===== config.mk =====
export PLATFORM = sky130hd
export DESIGN_NAME = io_arbiter_flat
export DESIGN_NICKNAME = d
export VERILOG_FILES = /design/src/rtl/io_arbiter_if.sv /design/src/rtl/io_arbiter.sv /design/src/flat_wrapper.sv
export SDC_FILE = /design/constraint.sdc
export NUM_CORES = 1
export LEC_CHECK = 0
export CORE_ASPECT_RATIO = 0.9
export CORE_MARGIN = 5
export CORE_UTILIZATION = 33
export CTS_BUF_LIST = sky130_fd_sc_hd__clkbuf_16
export CTS_CLUSTER_SIZE = 10
export DETAILED_ROUTE_END_ITERATION = 10
export HOLD_SLACK_MARGIN = 0.03
export PLACE_DENSITY = 0.78
export SYNTH_ARGS = -nofsm -noshare
export SYNTH_HDL_FRONTEND = slang
export SYNTH_SLANG_ARGS = --single-unit

===== constraint.sdc =====
create_clock -name clk -period 2.3 [get_ports clk]
set_clock_uncertainty 0.1 [all_clocks]
set_input_delay 0.46 -clock clk [delete_from_list [all_inputs] [get_ports clk]]
set_output_delay 0.46 -clock clk [all_outputs]
set_load 0.02 [all_outputs]

===== src/rtl/io_arbiter_if.sv =====
// Bus bundle for the two-requester IO arbiter: request/response handshakes,
// the shared single-port memory, and status outputs.
interface io_arbiter_if #(
   parameter int ADDR_W = 9,
   parameter int DATA_W = 64
);
   logic [0:1]                 req_valid;
   logic [0:1]                 req_ready;
   logic [0:1][0:ADDR_W-1]     req_addr;
   logic [0:1]                 req_we;
   logic [0:1][0:DATA_W-1]     req_wdata;
   logic [0:1]                 rsp_valid;
   logic [0:1]                 rsp_ready;
   logic [0:DATA_W-1]          rsp_rdata;
   logic [0:ADDR_W-1]          mem_addr;
   logic                       mem_we;
   logic [0:DATA_W-1]          mem_wdata;
   logic [0:DATA_W-1]          mem_rdata;
   logic                       busy;
   logic                       grant_id;

   // Arbiter side
   modport slave (
      input  req_valid, req_addr, req_we, req_wdata, rsp_ready, mem_rdata,
      output req_ready, rsp_valid, rsp_rdata, mem_addr, mem_we, mem_wdata,
             busy, grant_id
   );

   // Requester / memory / environment side
   modport master (
      output req_valid, req_addr, req_we, req_wdata, rsp_ready, mem_rdata,
      input  req_ready, rsp_valid, rsp_rdata, mem_addr, mem_we, mem_wdata,
             busy, grant_id
   );
endinterface


===== src/rtl/io_arbiter.sv =====
// Two-requester round-robin arbiter in front of a single-port memory with
// one-cycle read latency. One transaction in flight at a time:
// IDLE (accept) -> ISSUE (memory access) -> WAIT (capture) -> RESP (handshake).
module io_arbiter #(
   parameter int ADDR_W = 9,
   parameter int DATA_W = 64
) (
   input  logic         clk,
   input  logic         rst,
   io_arbiter_if.slave  bus
);
   typedef enum logic [1:0] {IDLE, ISSUE, WAIT, RESP} state_t;

   state_t              state;
   logic                prio;
   logic                owner;
   logic                gid;
   logic                lat_we;
   logic [0:ADDR_W-1]   lat_addr;
   logic [0:DATA_W-1]   lat_wdata;
   logic [0:DATA_W-1]   rsp_q;
   logic                busy_q;
   logic                mem_we_q;
   logic                rsp_vld_q;

   logic                any_vld;
   logic                winner;
   logic                accept;

   // Winner selection: prio holder first, otherwise the other requester.
   always_comb begin
      any_vld = bus.req_valid[0] | bus.req_valid[1];
      winner  = bus.req_valid[prio] ? prio : ~prio;
      accept  = rst && (state == IDLE) && any_vld;
   end

   // Control FSM with registered busy / mem_we / rsp_valid.
   always_ff @(posedge clk) begin
      if (!rst) begin
         state     <= IDLE;
         prio      <= 1'b0;
         owner     <= 1'b0;
         gid       <= 1'b0;
         lat_we    <= 1'b0;
         lat_addr  <= '0;
         lat_wdata <= '0;
         rsp_q     <= '0;
         busy_q    <= 1'b0;
         mem_we_q  <= 1'b0;
         rsp_vld_q <= 1'b0;
      end else begin
         case (state)
            IDLE: begin
               if (accept) begin
                  state     <= ISSUE;
                  owner     <= winner;
                  gid       <= winner;
                  lat_addr  <= bus.req_addr[winner];
                  lat_we    <= bus.req_we[winner];
                  lat_wdata <= bus.req_wdata[winner];
                  busy_q    <= 1'b1;
                  mem_we_q  <= bus.req_we[winner];
               end
            end
            ISSUE: begin
               state    <= WAIT;
               mem_we_q <= 1'b0;
            end
            WAIT: begin
               // Read data arrives one cycle after the address; writes answer 0.
               state     <= RESP;
               rsp_q     <= lat_we ? '0 : bus.mem_rdata;
               rsp_vld_q <= 1'b1;
            end
            RESP: begin
               if (bus.rsp_ready[owner]) begin
                  state     <= IDLE;
                  prio      <= ~owner;
                  busy_q    <= 1'b0;
                  rsp_vld_q <= 1'b0;
               end
            end
            default: state <= IDLE;
         endcase
      end
   end

   // Per-requester handshake outputs; reset forces them low immediately.
   always_comb begin
      bus.req_ready = '0;
      bus.rsp_valid = '0;
      for (int i = 0; i < 2; i++) begin
         bus.req_ready[i] = accept && (winner == 1'(i));
         bus.rsp_valid[i] = rst && rsp_vld_q && (owner == 1'(i));
      end
   end

   assign bus.mem_we    = rst && mem_we_q;
   assign bus.mem_addr  = busy_q ? lat_addr  : '0;
   assign bus.mem_wdata = busy_q ? lat_wdata : '0;
   assign bus.rsp_rdata = rsp_q;
   assign bus.busy      = busy_q;
   assign bus.grant_id  = gid;
endmodule


===== src/flat_wrapper.sv =====
// flat-port wrapper written by rule: the top's interface ports become plain ports
module io_arbiter_flat 
#(
   parameter int ADDR_W = 9,
   parameter int DATA_W = 64
)
  (clk, rst, bus_req_valid, bus_req_addr, bus_req_we, bus_req_wdata, bus_rsp_ready, bus_mem_rdata, bus_req_ready, bus_rsp_valid, bus_rsp_rdata, bus_mem_addr, bus_mem_we, bus_mem_wdata, bus_busy, bus_grant_id);
  io_arbiter_if #(.ADDR_W(ADDR_W), .DATA_W(DATA_W)) bus_i ();
  input  logic clk;
  input  logic rst;
  input wire logic [$bits(bus_i.req_valid)-1:0] bus_req_valid;
  input wire logic [$bits(bus_i.req_addr)-1:0] bus_req_addr;
  input wire logic [$bits(bus_i.req_we)-1:0] bus_req_we;
  input wire logic [$bits(bus_i.req_wdata)-1:0] bus_req_wdata;
  input wire logic [$bits(bus_i.rsp_ready)-1:0] bus_rsp_ready;
  input wire logic [$bits(bus_i.mem_rdata)-1:0] bus_mem_rdata;
  output wire logic [$bits(bus_i.req_ready)-1:0] bus_req_ready;
  output wire logic [$bits(bus_i.rsp_valid)-1:0] bus_rsp_valid;
  output wire logic [$bits(bus_i.rsp_rdata)-1:0] bus_rsp_rdata;
  output wire logic [$bits(bus_i.mem_addr)-1:0] bus_mem_addr;
  output wire logic [$bits(bus_i.mem_we)-1:0] bus_mem_we;
  output wire logic [$bits(bus_i.mem_wdata)-1:0] bus_mem_wdata;
  output wire logic [$bits(bus_i.busy)-1:0] bus_busy;
  output wire logic [$bits(bus_i.grant_id)-1:0] bus_grant_id;
  assign bus_i.req_valid = bus_req_valid;
  assign bus_i.req_addr = bus_req_addr;
  assign bus_i.req_we = bus_req_we;
  assign bus_i.req_wdata = bus_req_wdata;
  assign bus_i.rsp_ready = bus_rsp_ready;
  assign bus_i.mem_rdata = bus_mem_rdata;
  assign bus_req_ready = bus_i.req_ready;
  assign bus_rsp_valid = bus_i.rsp_valid;
  assign bus_rsp_rdata = bus_i.rsp_rdata;
  assign bus_mem_addr = bus_i.mem_addr;
  assign bus_mem_we = bus_i.mem_we;
  assign bus_mem_wdata = bus_i.mem_wdata;
  assign bus_busy = bus_i.busy;
  assign bus_grant_id = bus_i.grant_id;
  io_arbiter #(.ADDR_W(ADDR_W), .DATA_W(DATA_W)) u_core (.clk(clk), .rst(rst), .bus(bus_i));
endmodule

==> impl_metrics.py, run 1 <==
metrics = {
    "final_layout": {
        "instances_no_fill": 1364,
        "syn_to_final_growth_pct": 70.9,
        "fin_nets": 1322,
        "drive_gt1_share_pct": 6.92,
    },
    "setup_path": {
        "critPathRequiredTime_ps": 1740,
        "r2r_start": "u_core.state[0]$_SDFFE_PN0P_",
        "start_kind": "flip-flop",
        "cp_max_fo": 7,
        "crit_path_end_kind": "output pin",
        "path_class": "reg -> out",
        "worstPathArrival_ps": 1650,
        "rrSetupSlack_ps": 410,
        "cp-startpoint": "u_core.owner$_SDFFE_PN0P_",
        "rr_worst_depth": 7,
        "r2r-end": "u_core.bus.rsp_rdata[62]$_SDFFE_PN0P_",
        "cp-endpoint": "bus_rsp_valid[0]",
    },
    "placement": {
        "portBuffers": 361,
        "gp_congestion": 0.800,
        "place_ws_ps": -303,
        "hpwl_um": 17000,
        "dp.cells": 1330,
    },
    "global_route": {
        "overflow": 0,
        "antenna_found_initial": 1,
        "grt_usage_pct": 19.9,
        "grt_max_degree": 72,
        "grt_pass1_wl_um": 34800,
        "grt_pass1_vias": 6458,
    },
    "clock_tree": {
        "cts_setup_buffers": 0,
        "cts_sinks": 145,
        "clk_pin_slew_worst_paths_ps": 60,
        "cts_inserted_buffers": 17,
        "clock_latency_ps": 410,
        "cts_hold_buf": 0,
        "ctsLongestPathBuffers": 2,
        "root_buffer": "clkbuf_16",
        "cts_tree": "built",
        "h-tree-depth": 4,
    },
    "drt": {
        "firstDrtPassIters": 6,
        "final_antenna_net_count": 0,
        "viasPerCell": 4.77,
        "drt_iter0_markers": 268,
        "routed_wl_um": 23100,
        "wl_per_cell_um": 16.9,
        "drcViolationCount": 0,
        "vias": 6502,
    },
    "synthesis": {
        "synth.area.top_cells": "dfxtp_1 46%, a21oi_1 9.4%, mux2i_1 8.1%, and2_1 7.4%, nor2b_1 6.6%",
        "ys_top_cells_by_count": "145 x dfxtp_1, 119 x a21oi_1, 75 x and2_1, 71 x nor2_1, 67 x nor2b_1",
        "synth.net_count": 972,
        "synth_area_mm2": 0.00633,
        "async_reset_ff_share_pct": 0,
        "synth_edf_count": 0,
        "post-synth-top-count-cell": "dfxtp_1",
        "synth_top_area_share_pct": 45.8,
        "yosysTopAreaCell": "dfxtp_1",
        "synth_seq_area_share_pct": 45.8,
        "netlist-cell-type-count": 32,
        "syn_avg_cell_area_um2": 8.45,
        "synth_seq_cells": 145,
        "yosys_warnings": 0,
        "syn_inst": 749,
        "synth-main-ff-cell": "dfxtp_1",
    },
    "status": {
        "status": "complete, no violations",
    },
    "floorplanning": {
        "initial_utilization_pct": 33.3,
        "dieArea_mm2": 0.0221,
        "fp.dieW_um": 156,
        "rows": 48,
        "core_area_mm2": 0.0190,
        "io_pins": 362,
        "die_y_um": 141,
    },
    "job": {
        "maxCapViolCount": 0,
    },
    "timing": {
        "timing.final.crit_share_pct": 96.0,
        "setup_slack_ps": 92.1,
        "slew_viol_final": 0,
        "setup_violations": 0,
        "rsz0062_at_grt": "no",
        "tightest_slew_ps": 780,
        "slew_headroom_pct": 48.0,
        "hold_viol": 0,
        "min_period_ps": 2210,
        "holdWs_ps": 369,
        "clock.fmax_mhz": 453,
    },
    "power": {
        "ir_drop_mv": 0.575,
        "switchingPower_uw": 3210,
        "p_seq_share_pct": 35.2,
        "power_frac_comb_pct": 36.9,
        "switching_share_pct": 34.6,
        "p_leak_uw": 0.00473,
        "clkPwrFrac_pct": 27.9,
        "p_int_uw": 6070,
        "cellPowerDensity_mw_per_mm2": 858,
    },
    "hold_path": {
        "min_path_cells": 2,
        "hold_class": "reg -> reg",
    },
}
## worst max-delay path: stages, from the launching register on
cell and delay (ps):
dfxtp_2 430, and3_1 190, clkdlybuf4s50_1 610
## state kept, by name, indices dropped and copies added, names as in the netlist
register              flops
u_core.lat_wdata         64
u_core.owner              1
u_core.lat_we             1
u_core.rsp_vld_q          1
u_core.bus.busy           1
u_core.lat_addr           9
u_core.state              2
u_core.bus.rsp_rdata     64
u_core.mem_we_q           1
u_core.prio               1
## per-stage QoR
step / instance area, um2 / power (uW) / util, % / TNS, ps
floorplan: 6330 / 5190 / - / 0
global placement: 10300 / 6730 / 54.3 / -547
detailed placement: 10300 / 6790 / 54.3 / -556
CTS: 10800 / 9370 / 56.8 / -49.4
global route: 10800 / 9850 / 56.8 / 0
finish: 10800 / 9280 / 56.8 / 0
## worst min path at each step
stage | slack [ps] | start | to
3_5_place_dp | 360 | u_core.lat_wdata[24]$_SDFFE_PN0P_ | u_core.lat_wdata[24]$_SDFFE_PN0P_
4_1_cts | 380 | u_core.lat_wdata[24]$_SDFFE_PN0P_ | u_core.lat_wdata[24]$_SDFFE_PN0P_
6_report | 370 | u_core.lat_wdata[25]$_SDFFE_PN0P_ | u_core.lat_wdata[25]$_SDFFE_PN0P_
3_3_place_gp | 350 | u_core.lat_addr[8]$_SDFFE_PN0P_ | u_core.lat_addr[8]$_SDFFE_PN0P_
5_1_grt | 400 | u_core.lat_wdata[56]$_SDFFE_PN0P_ | u_core.lat_wdata[56]$_SDFFE_PN0P_
2_1_floorplan | 340 | u_core.lat_addr[0]$_SDFFE_PN0P_ | u_core.lat_addr[0]$_SDFFE_PN0P_
## cells in the final DEF (no fill, tap or decap), types with 2 or more instances in the layout
cell             synthesis  final
clkbuf_16                0     17
nor2_1                  71     71
a22oi_1                 25     25
inv_6                    0      6
inv_2                    2      2
o21ai_1                 11     11
nor2b_1                 67     66
clkinv_4                 0      3
buf_6                    5      2
buf_12                   0     10
a21oi_1                119    119
dfxtp_2                  0      2
ha_1                     5      3
buf_4                    0     19
dfxtp_1                145    143
diode_2                  0      2
o21ai_0                 41     41
nand3_1                  3      3
clkdlybuf4s50_1          0    285
dlygate4sd2_1            0     73
inv_1                    3      3
and2_1                  75     75
mux2i_1                 51     51
nand2_1                 56     56
clkinv_2                 0      2
clkinvlp_4               0      3
## metal layers
metal | vias to the layer above | track usage, % | part of all wire, %
met5 | - | 0 | 0
met4 | 0 | 5.71 | 2.0
met3 | 23 | 9.27 | 11
met2 | 259 | 33.8 | 48
met1 | 3004 | 22.3 | 39
li1 | 3216 | - | -
## cells by family (layout without fill, tap and decap cells)
logic type               after synthesis  in the layout  share of synthesized area [%]
AO/OA/AOI/OAI                        203            203                           17.4
adder cells (fa/ha/maj)                5              5                          0.988
buffers and inverters                 65            428                           4.72
flip-flops                           145            145                           45.8
multiplexers                          52             52                           8.24
other                                  0              2                              0
AND/OR/NAND/NOR                      279            279                           22.8
## power by group through the flow
| stage | clock, uW | sequential (uW) | combinational, uW |
|---|---|---|---|
| 2_1_floorplan | 0 | 3430 | 1750 |
| 3_3_place_gp | 0 | 3280 | 3440 |
| 3_5_place_dp | 0 | 3310 | 3480 |
| 4_1_cts | 2670 | 3260 | 3430 |
| 5_1_grt | 2800 | 3330 | 3720 |
| 6_report | 2590 | 3270 | 3420 |
## area by class of cell
type / count / area [um2]
fillers: 1698 / 8220
repair buffers: 391 / 3870
multi-input cells: 539 / 3160
well taps: 250 / 313
flip-flops and latches: 145 / 2910
clock buffers: 17 / 425
clock inverters: 15 / 123
diodes: 2 / 5.00
inverters: 5 / 18.8
## repair_timing
item,4_1_cts,5_1_grt
pin swaps,0,1
gates resized for setup,81,5
setup endpoints to repair,76,2
Note: power is estimated with default switching activity, not from simulation.
==> run 2, diff against run 1 <==
HOLD_SLACK_MARGIN = 0.15   (was 0.03)
==> results of run 2 <==
Same layout as run 1: the final DEF is identical, and so are final timing and power.
